`config.mk`:
```
export PLATFORM = sky130hd
export DESIGN_NAME = de_selector14_sched
export DESIGN_NICKNAME = d
export VERILOG_FILES = /design/src/rtl/de_selector14_sched_pkg.sv /design/src/rtl/de_selector14_sched_demux.sv /design/src/rtl/de_selector14_sched.sv
export SDC_FILE = /design/constraint.sdc
export NUM_CORES = 1
export LEC_CHECK = 0
export CAP_MARGIN = 20
export CORE_AREA = 2 2 39 41
export CTS_BUF_LIST = sky130_fd_sc_hd__clkbuf_4
export DETAILED_ROUTE_END_ITERATION = 12
export DIE_AREA = 0 0 41 43
export DONT_BUFFER_PORTS = 1
export HOLD_SLACK_MARGIN = 0.06
export PLACE_DENSITY = 0.66
export SYNTH_ARGS = -nofsm -noshare
export SYNTH_HDL_FRONTEND = slang
export SYNTH_HIERARCHICAL = 1
export SYNTH_SLANG_ARGS = --single-unit
```
`constraint.sdc`:
```
create_clock -name iClk -period 2.6 [get_ports iClk]
set_clock_uncertainty 0.15 [all_clocks]
set_input_delay 0.52 -clock iClk [delete_from_list [all_inputs] [get_ports iClk]]
set_output_delay 0.52 -clock iClk [all_outputs]
set_load 0.005 [all_outputs]
```
`src/rtl/de_selector14_sched_pkg.sv`:
```
// Shared definitions for the de_selector14 round-robin scheduler:
// state encodings, requester count and the round-robin pick function.
package de_selector14_sched_pkg;

   localparam int N_REQ = 4;

   typedef enum logic [1:0] {
      ST_IDLE  = 2'd0,
      ST_GRANT = 2'd1,
      ST_GAP   = 2'd2
   } state_t;

   // Walk from the farthest candidate (lp itself) toward lp+1 so the nearest requester wins.
   function automatic logic [1:0] rr_pick(input logic [N_REQ-1:0] req, input logic [1:0] lp);
      logic [1:0] idx;
      logic [1:0] pick;
      pick = lp;
      for (int i = N_REQ; i >= 1; i--) begin
         idx = lp + 2'(i);
         if (req[idx]) pick = idx;
      end
      return pick;
   endfunction

endpackage

```
`src/rtl/de_selector14_sched_demux.sv`:
```
// 1-to-4 demultiplexer: routes iC to the output addressed by {iS1,iS0}, all others 0.
module de_selector14 (
   input  logic iC,
   input  logic iS1,
   input  logic iS0,
   output logic oZ0,
   output logic oZ1,
   output logic oZ2,
   output logic oZ3
);

   assign oZ0 = iC & ~iS1 & ~iS0;
   assign oZ1 = iC & ~iS1 &  iS0;
   assign oZ2 = iC &  iS1 & ~iS0;
   assign oZ3 = iC &  iS1 &  iS0;

endmodule

```
`src/rtl/de_selector14_sched.sv`:
```
// Round-robin, time-limited scheduler sharing serial source iC among four consumers,
// with a one-cycle break-before-make gap between grants.
module de_selector14_sched
   import de_selector14_sched_pkg::*;
#(
   parameter int HOLD_CYCLES = 4,
   parameter int CNT_W       = 3
) (
   input  logic       iClk,
   input  logic       iRst,
   input  logic       iC,
   input  logic [3:0] iReq,
   output logic [3:0] oGnt,
   output logic       oGrantValid,
   output logic       oS1,
   output logic       oS0,
   output logic       oZ0,
   output logic       oZ1,
   output logic       oZ2,
   output logic       oZ3
);

   localparam logic [CNT_W-1:0] CNT_LAST = CNT_W'(HOLD_CYCLES - 1);

   state_t           state;
   logic [CNT_W-1:0] cnt;
   logic [1:0]       lp;
   logic [1:0]       sel;
   logic [1:0]       pick;
   logic             any_req;
   logic             gated_c;

   assign pick    = rr_pick(iReq, lp);
   assign any_req = |iReq;

   // Select lines only change on a new grant, so they hold through GAP and IDLE.
   always_ff @(posedge iClk or posedge iRst) begin
      if (iRst) begin
         state       <= ST_IDLE;
         oGnt        <= 4'b0000;
         oGrantValid <= 1'b0;
         sel         <= 2'd0;
         cnt         <= '0;
         lp          <= 2'd3;
      end else begin
         case (state)
            ST_IDLE, ST_GAP: begin
               cnt <= '0;
               if (any_req) begin
                  state       <= ST_GRANT;
                  oGnt        <= 4'(1) << pick;
                  oGrantValid <= 1'b1;
                  sel         <= pick;
                  lp          <= pick;
               end else begin
                  state       <= ST_IDLE;
                  oGnt        <= 4'b0000;
                  oGrantValid <= 1'b0;
               end
            end
            ST_GRANT: begin
               if (!iReq[sel] || cnt == CNT_LAST) begin
                  state       <= ST_GAP;
                  oGnt        <= 4'b0000;
                  oGrantValid <= 1'b0;
                  cnt         <= '0;
               end else begin
                  cnt <= cnt + CNT_W'(1);
               end
            end
            default: begin
               state       <= ST_IDLE;
               oGnt        <= 4'b0000;
               oGrantValid <= 1'b0;
               cnt         <= '0;
            end
         endcase
      end
   end

   assign oS1     = sel[1];
   assign oS0     = sel[0];
   assign gated_c = iC & oGrantValid;

   de_selector14 u_demux (
      .iC  (gated_c),
      .iS1 (sel[1]),
      .iS0 (sel[0]),
      .oZ0 (oZ0),
      .oZ1 (oZ1),
      .oZ2 (oZ2),
      .oZ3 (oZ3)
   );

endmodule

```
Word-level counts from Yosys, hierarchy flattened
Cells that the tools add are included.

operators by class
  multiplexer cells = 22
  $mul = 0
  order comparisons = 4
  shift operators = 1
  divide/modulo/power cells = 0
  bitwise logic cells = 9
  $add $sub $neg = 4
  reductions and logical operators = 6
  equality and inequality tests = 4

operator list
  kind                                                                  count
  2-bit by 3-bit < comparator with 1-bit output, second input constant  4
  1-bit binary-select mux with 2-bit select                             4
  2-bit two-way mux                                                     4
  4-bit two-way mux                                                     2
  4-bit case mux with 2 select lines                                    1
  1-bit AND                                                             7
  1-bit two-way mux                                                     7
  3-bit two-way mux                                                     2
  2-bit adder, second input constant                                    2
  2-bit case mux with 2 select lines                                    1
  4-bit OR reduction                                                    1
  1-bit by 2-bit << shifter with 4-bit output, first input constant     1
  3-bit by 1-bit adder with 3-bit output, second input constant         1
  3-bit by 2-bit == test with 1-bit output, second input constant       1
  2-bit by 1-bit adder with 2-bit output, second input constant         1
  2-bit by 1-bit == test with 1-bit output, second input constant       1
  2-bit == test, second input constant                                  1
  2-bit zero test                                                       1
  2-bit inequality test, second input constant                          1
  1-bit inverter                                                        2
  1-bit case mux with 2 select lines                                    1
  2-bit AND reduction                                                   1
  2-bit OR reduction                                                    1
  1-bit zero test                                                       1
  1-bit logical OR                                                      1

word-level totals
  output and inout port bits = 11
  bits in latches = 0
  register bits after elaboration = 14
  memories kept = 0
  bits of input ports = 7
  ROM bits = 0
  word-level logic and storage cells = 56
  bits in writable memories = 0

Logic depth before layout (Yosys ltp)
  depth in word-level cells = 9
  depth in mapped cells = 5
  mapped depth without buffers = 4

Hierarchy
Netlist, hierarchy kept.

by module, submodules not included
  module               area each (um2)  sequential area each (um2)  times used  cells each
  de_selector14_sched  640.6            327.8                       1           59
  de_selector14        37.5             0.0                         1           4

Worst setup path before layout
Ideal clock, no wire load.

  kind = input port to flip-flop
  from = in iReq[0]
  to = reg oGnt[0]
  required time = 2328 ps
  stages on the path = 4
  data arrival time = 1332 ps
  setup time = 122 ps
  setup slack = 996 ps
  buffers on the path = 0
  cells stage by stage = o21a_1 -> o21ai_0 -> o221ai_1 -> a32o_1

between the ends
  cells in the longest elaborated chain, start to end = 8
  elaborated cells on any way between the ends = 18
  those cells by class = eq/ne (1); shift (1); mux (13); reduce/logical (3)

RTL lines
  what                                         line                           source
  from (decl)                                  de_selector14_sched.sv:12      input logic [3:0] iReq,
  1-bit binary-select mux with 2-bit select    de_selector14_sched_pkg.sv:20  if (req[idx]) pick = idx;
  1-bit two-way mux (not written as such)      de_selector14_sched_pkg.sv:20
  2-bit two-way mux (3 in a row)               de_selector14_sched_pkg.sv:20
  1-bit by 2-bit << shifter with 4-bit output  de_selector14_sched.sv:51      oGnt <= 4'(1) << pick;
  4-bit two-way mux                            de_selector14_sched.sv:49      if (any_req) begin
  4-bit case mux with 2 select lines           de_selector14_sched.sv:46      case (state)
  to (signal assigned)                         de_selector14_sched.sv:51
  to (decl)                                    de_selector14_sched.sv:13      output logic [3:0] oGnt,

Several ways; a longest one is shown, not always the timed one. The select of a mux whose other input is x is not followed.
A chain may end at the register's enable or synchronous reset.

Final worst setup path
  from = reg oGrantValid
  to = out oZ3

between the ends
  cells in the longest elaborated chain, start to end = 3

RTL lines
  what                    line                             source
  from (decl)             de_selector14_sched.sv:14        output logic oGrantValid,
  from (signal assigned)  de_selector14_sched.sv:41        oGrantValid <= 1'b0;
  from (signal assigned)  de_selector14_sched.sv:52        oGrantValid <= 1'b1;
  from (signal assigned)  de_selector14_sched.sv:58        oGrantValid <= 1'b0;
  1-bit AND               de_selector14_sched.sv:83        assign gated_c = iC & oGrantValid;
  named net gated_c       de_selector14_sched.sv:31        logic gated_c;
  1-bit AND (2 in a row)  de_selector14_sched_demux.sv:15  assign oZ3 = iC & iS1 & iS0;
  to (decl)               de_selector14_sched.sv:20        output logic oZ3

The timed path passes the listed nets, and every way through them passes these cells.

==> metrics.txt <==
commonest non-fill, non-tap cells in the layout=11 x dfrtp_1, 7 x nor2_1, 7 x a21oi_1; TritonCTS Buffers=3; CP max stage delay=420 ps; first-pass GRT wire length=1.883 mm; clk_lat worst skew=270 ps; CTS H-Tree Depth=1; Worst slew margin=52.99%; row cnt=14; sequential share of the synthesized area=48.34%; pin count of the biggest net entering global routing=14; status=completed; Internal=0.5173 mW; Final period util=67.10%; clock sink count=13; number of global-route vias before repair=451; Worst Path Buf+Inv=0; # DRC=0; Final #Nets=77; DR WL/cell=14.35 microns; Clock transition at path regs=70 ps; Largest delay share family, worst path=flip-flops; power density over cell area=1138 mW/mm^2; Worst path slowest cell=dfrtp_1; Final min period=1745 ps; gr ovfl total=0; CP Class=flip-flop to output pin; sequential share of power=46.9%; WP data arrival=1070 ps; Setup TNS=0 ps; Tightest Hold Check Type=flip-flop to flip-flop; final hold vios=0; Post-Synthesis Cells=63; initial DRC count=16; synthesized net count=72; Critical Path Start=oGrantValid$_DFFE_PP0P_; post-route core utilization=52.98%; Detail Placement HPWL=856.5 microns; cts repair resizes=0; Detail Route Antenna Nets=0; flops & latches, synth=13; Hold Path Origin=cnt[0]$_DFF_PP0_; All-Layer GR Usage=16.00%; clock buffer depth=2; Vias/cell=5.976; Worst Path Required=1930 ps; setup violators final=0; Switching Fraction=37.98%; Max IR drop VDD=489.8 uV; leakage=0.3297 nW; share of layout cells above drive strength 1=16.42%; DRT Wirelength=1.191 mm; Post-CTS Setup Repair Bufs=0; Synth Area per Inst=10.76 sq um; Startpoint Class=flip-flop; crit-path max FO=4; die area=0.001763 sq mm; maxcap violations=0; via count=496; Die X=41 microns; antenna violations before repair=0; switching power=0.3168 mW; Pins Over Slew Limit=0; gpl congestion=0.7371; CTS tree=built; IO buf count=0; Pre-antenna DRT Iters=4; most common cell after layout, fill and taps aside=dfrtp_1; Syn Std Cell Area=678.2 sq um; Clk pwr share=15.8%; Core Box Area=0.001384 sq mm; setup repair after global routing missed its margin=no; YS warnings=6; Hold Slack=293.0 ps; post-synthesis cell type count=26; pin slew with the least headroom to its limit=702.5 ps; Initial Util=49.01%; Comb pwr share=37.3%; Inserted Diodes=0; area grow syn2layout=8.118%; CP Cell Sequence=and2_1 -> and3_2; Die Span Y=43 microns; CTS root buf=clkbuf_4; CP endpoint kind=output pin; # IOs=18; maximum clock frequency=0.5732 GHz; RR Startpoint=lp[1]$_DFFE_PP1P_
## layer usage
metal  wire [microns]  GRT usage, %
met5                0             0
met2              491         19.06
met3               85         1.571
met1              581         26.76
met4               33         10.00
## through the flow
step           std cells  power, mW  worst slack [ps]  instance area (sq um)
2_1_floorplan         63     0.6408             996.2                  678.2
3_3_place_gp          78     0.7010             923.3                  693.2
3_5_place_dp          78     0.7054             908.2                  693.2
4_1_cts               83     0.8424             846.8                  733.2
5_1_grt               83     0.9095             754.6                  733.2
6_report              83     0.8341             855.5                  733.2
## synthesized netlist by cell type
master    instances  share of area, %
or2b_1            1               1.1
nor3b_2           1               1.8
and3_2            1               1.1
o221a_2           1               1.7
nor2_1            7               3.9
dfstp_2           2               7.7
a32o_1            4               5.9
and2_1            2               1.8
o21ai_0           1              0.74
dfrtp_1          11                41
nor2b_1           3               2.8
nand2_1           2               1.1
nor3_1            2               1.5
inv_1             4               2.2
nor4b_4           1               3.5
nor4_1            1              0.92
ha_1              2               3.7
o21a_1            1               1.1
mux4_2            1               3.3
o221ai_1          1               1.3
or2_1             1              0.92
and3b_1           2               2.6
a21oi_1           7               5.2
buf_2             1              0.74
or3_1             1              0.92
nand2b_1          2               1.8
## logic make-up after synthesis
| logic type | after synthesis | synth area share [%] |
|---|---|---|
| adders and majority gates | 2 | 3.689 |
| muxes | 1 | 3.321 |
| and+or+nand+nor | 27 | 25.83 |
| DFF | 13 | 48.34 |
| AOI/OAI and AO/OA | 15 | 15.87 |
| buffers and inverters | 5 | 2.951 |
## registers in the layout (all words and copies together) (netlist names)
name	cells
cnt	3
sel	2
oGrantValid	1
lp	2
state	1
oGnt	4
## power groups by stage
stage	sequential [mW]	clock [mW]	combinational, mW
6_report	0.391	0.132	0.311
5_1_grt	0.409	0.146	0.355
4_1_cts	0.391	0.136	0.315
3_5_place_dp	0.395	0	0.310
3_3_place_gp	0.393	0	0.308
2_1_floorplan	0.372	0	0.269
## worst paths after layout
check	slack, ps	cells past startpoint	endpoint
min in group asynchronous	550	2	cnt[1]$_DFF_PP0_
worst max-delay path	860	2	oZ3
max in group asynchronous	1400	2	lp[1]$_DFFE_PP1P_
worst min register to register	290	1	cnt[0]$_DFF_PP0_
worst max register to register	890	4	oGnt[3]$_DFFE_PP0P_
worst min-delay path	290	1	cnt[0]$_DFF_PP0_
## what timing repair did
item / CTS / global route
endpoints found under the hold margin: 11 / 0
endpoints found under the setup margin: 0 / 0
hold buffers: 1 / 0
## layout make-up
cell class,instances,area [sq um]
clock buffer,4,30.03
sequential,13,327.8
multi-input combinational,45,330.3
inverter,4,15.01
timing repair buffer,1,10.01
tap,16,20.02
fill,118,650.6
Power figures use the tool's default switching activity.
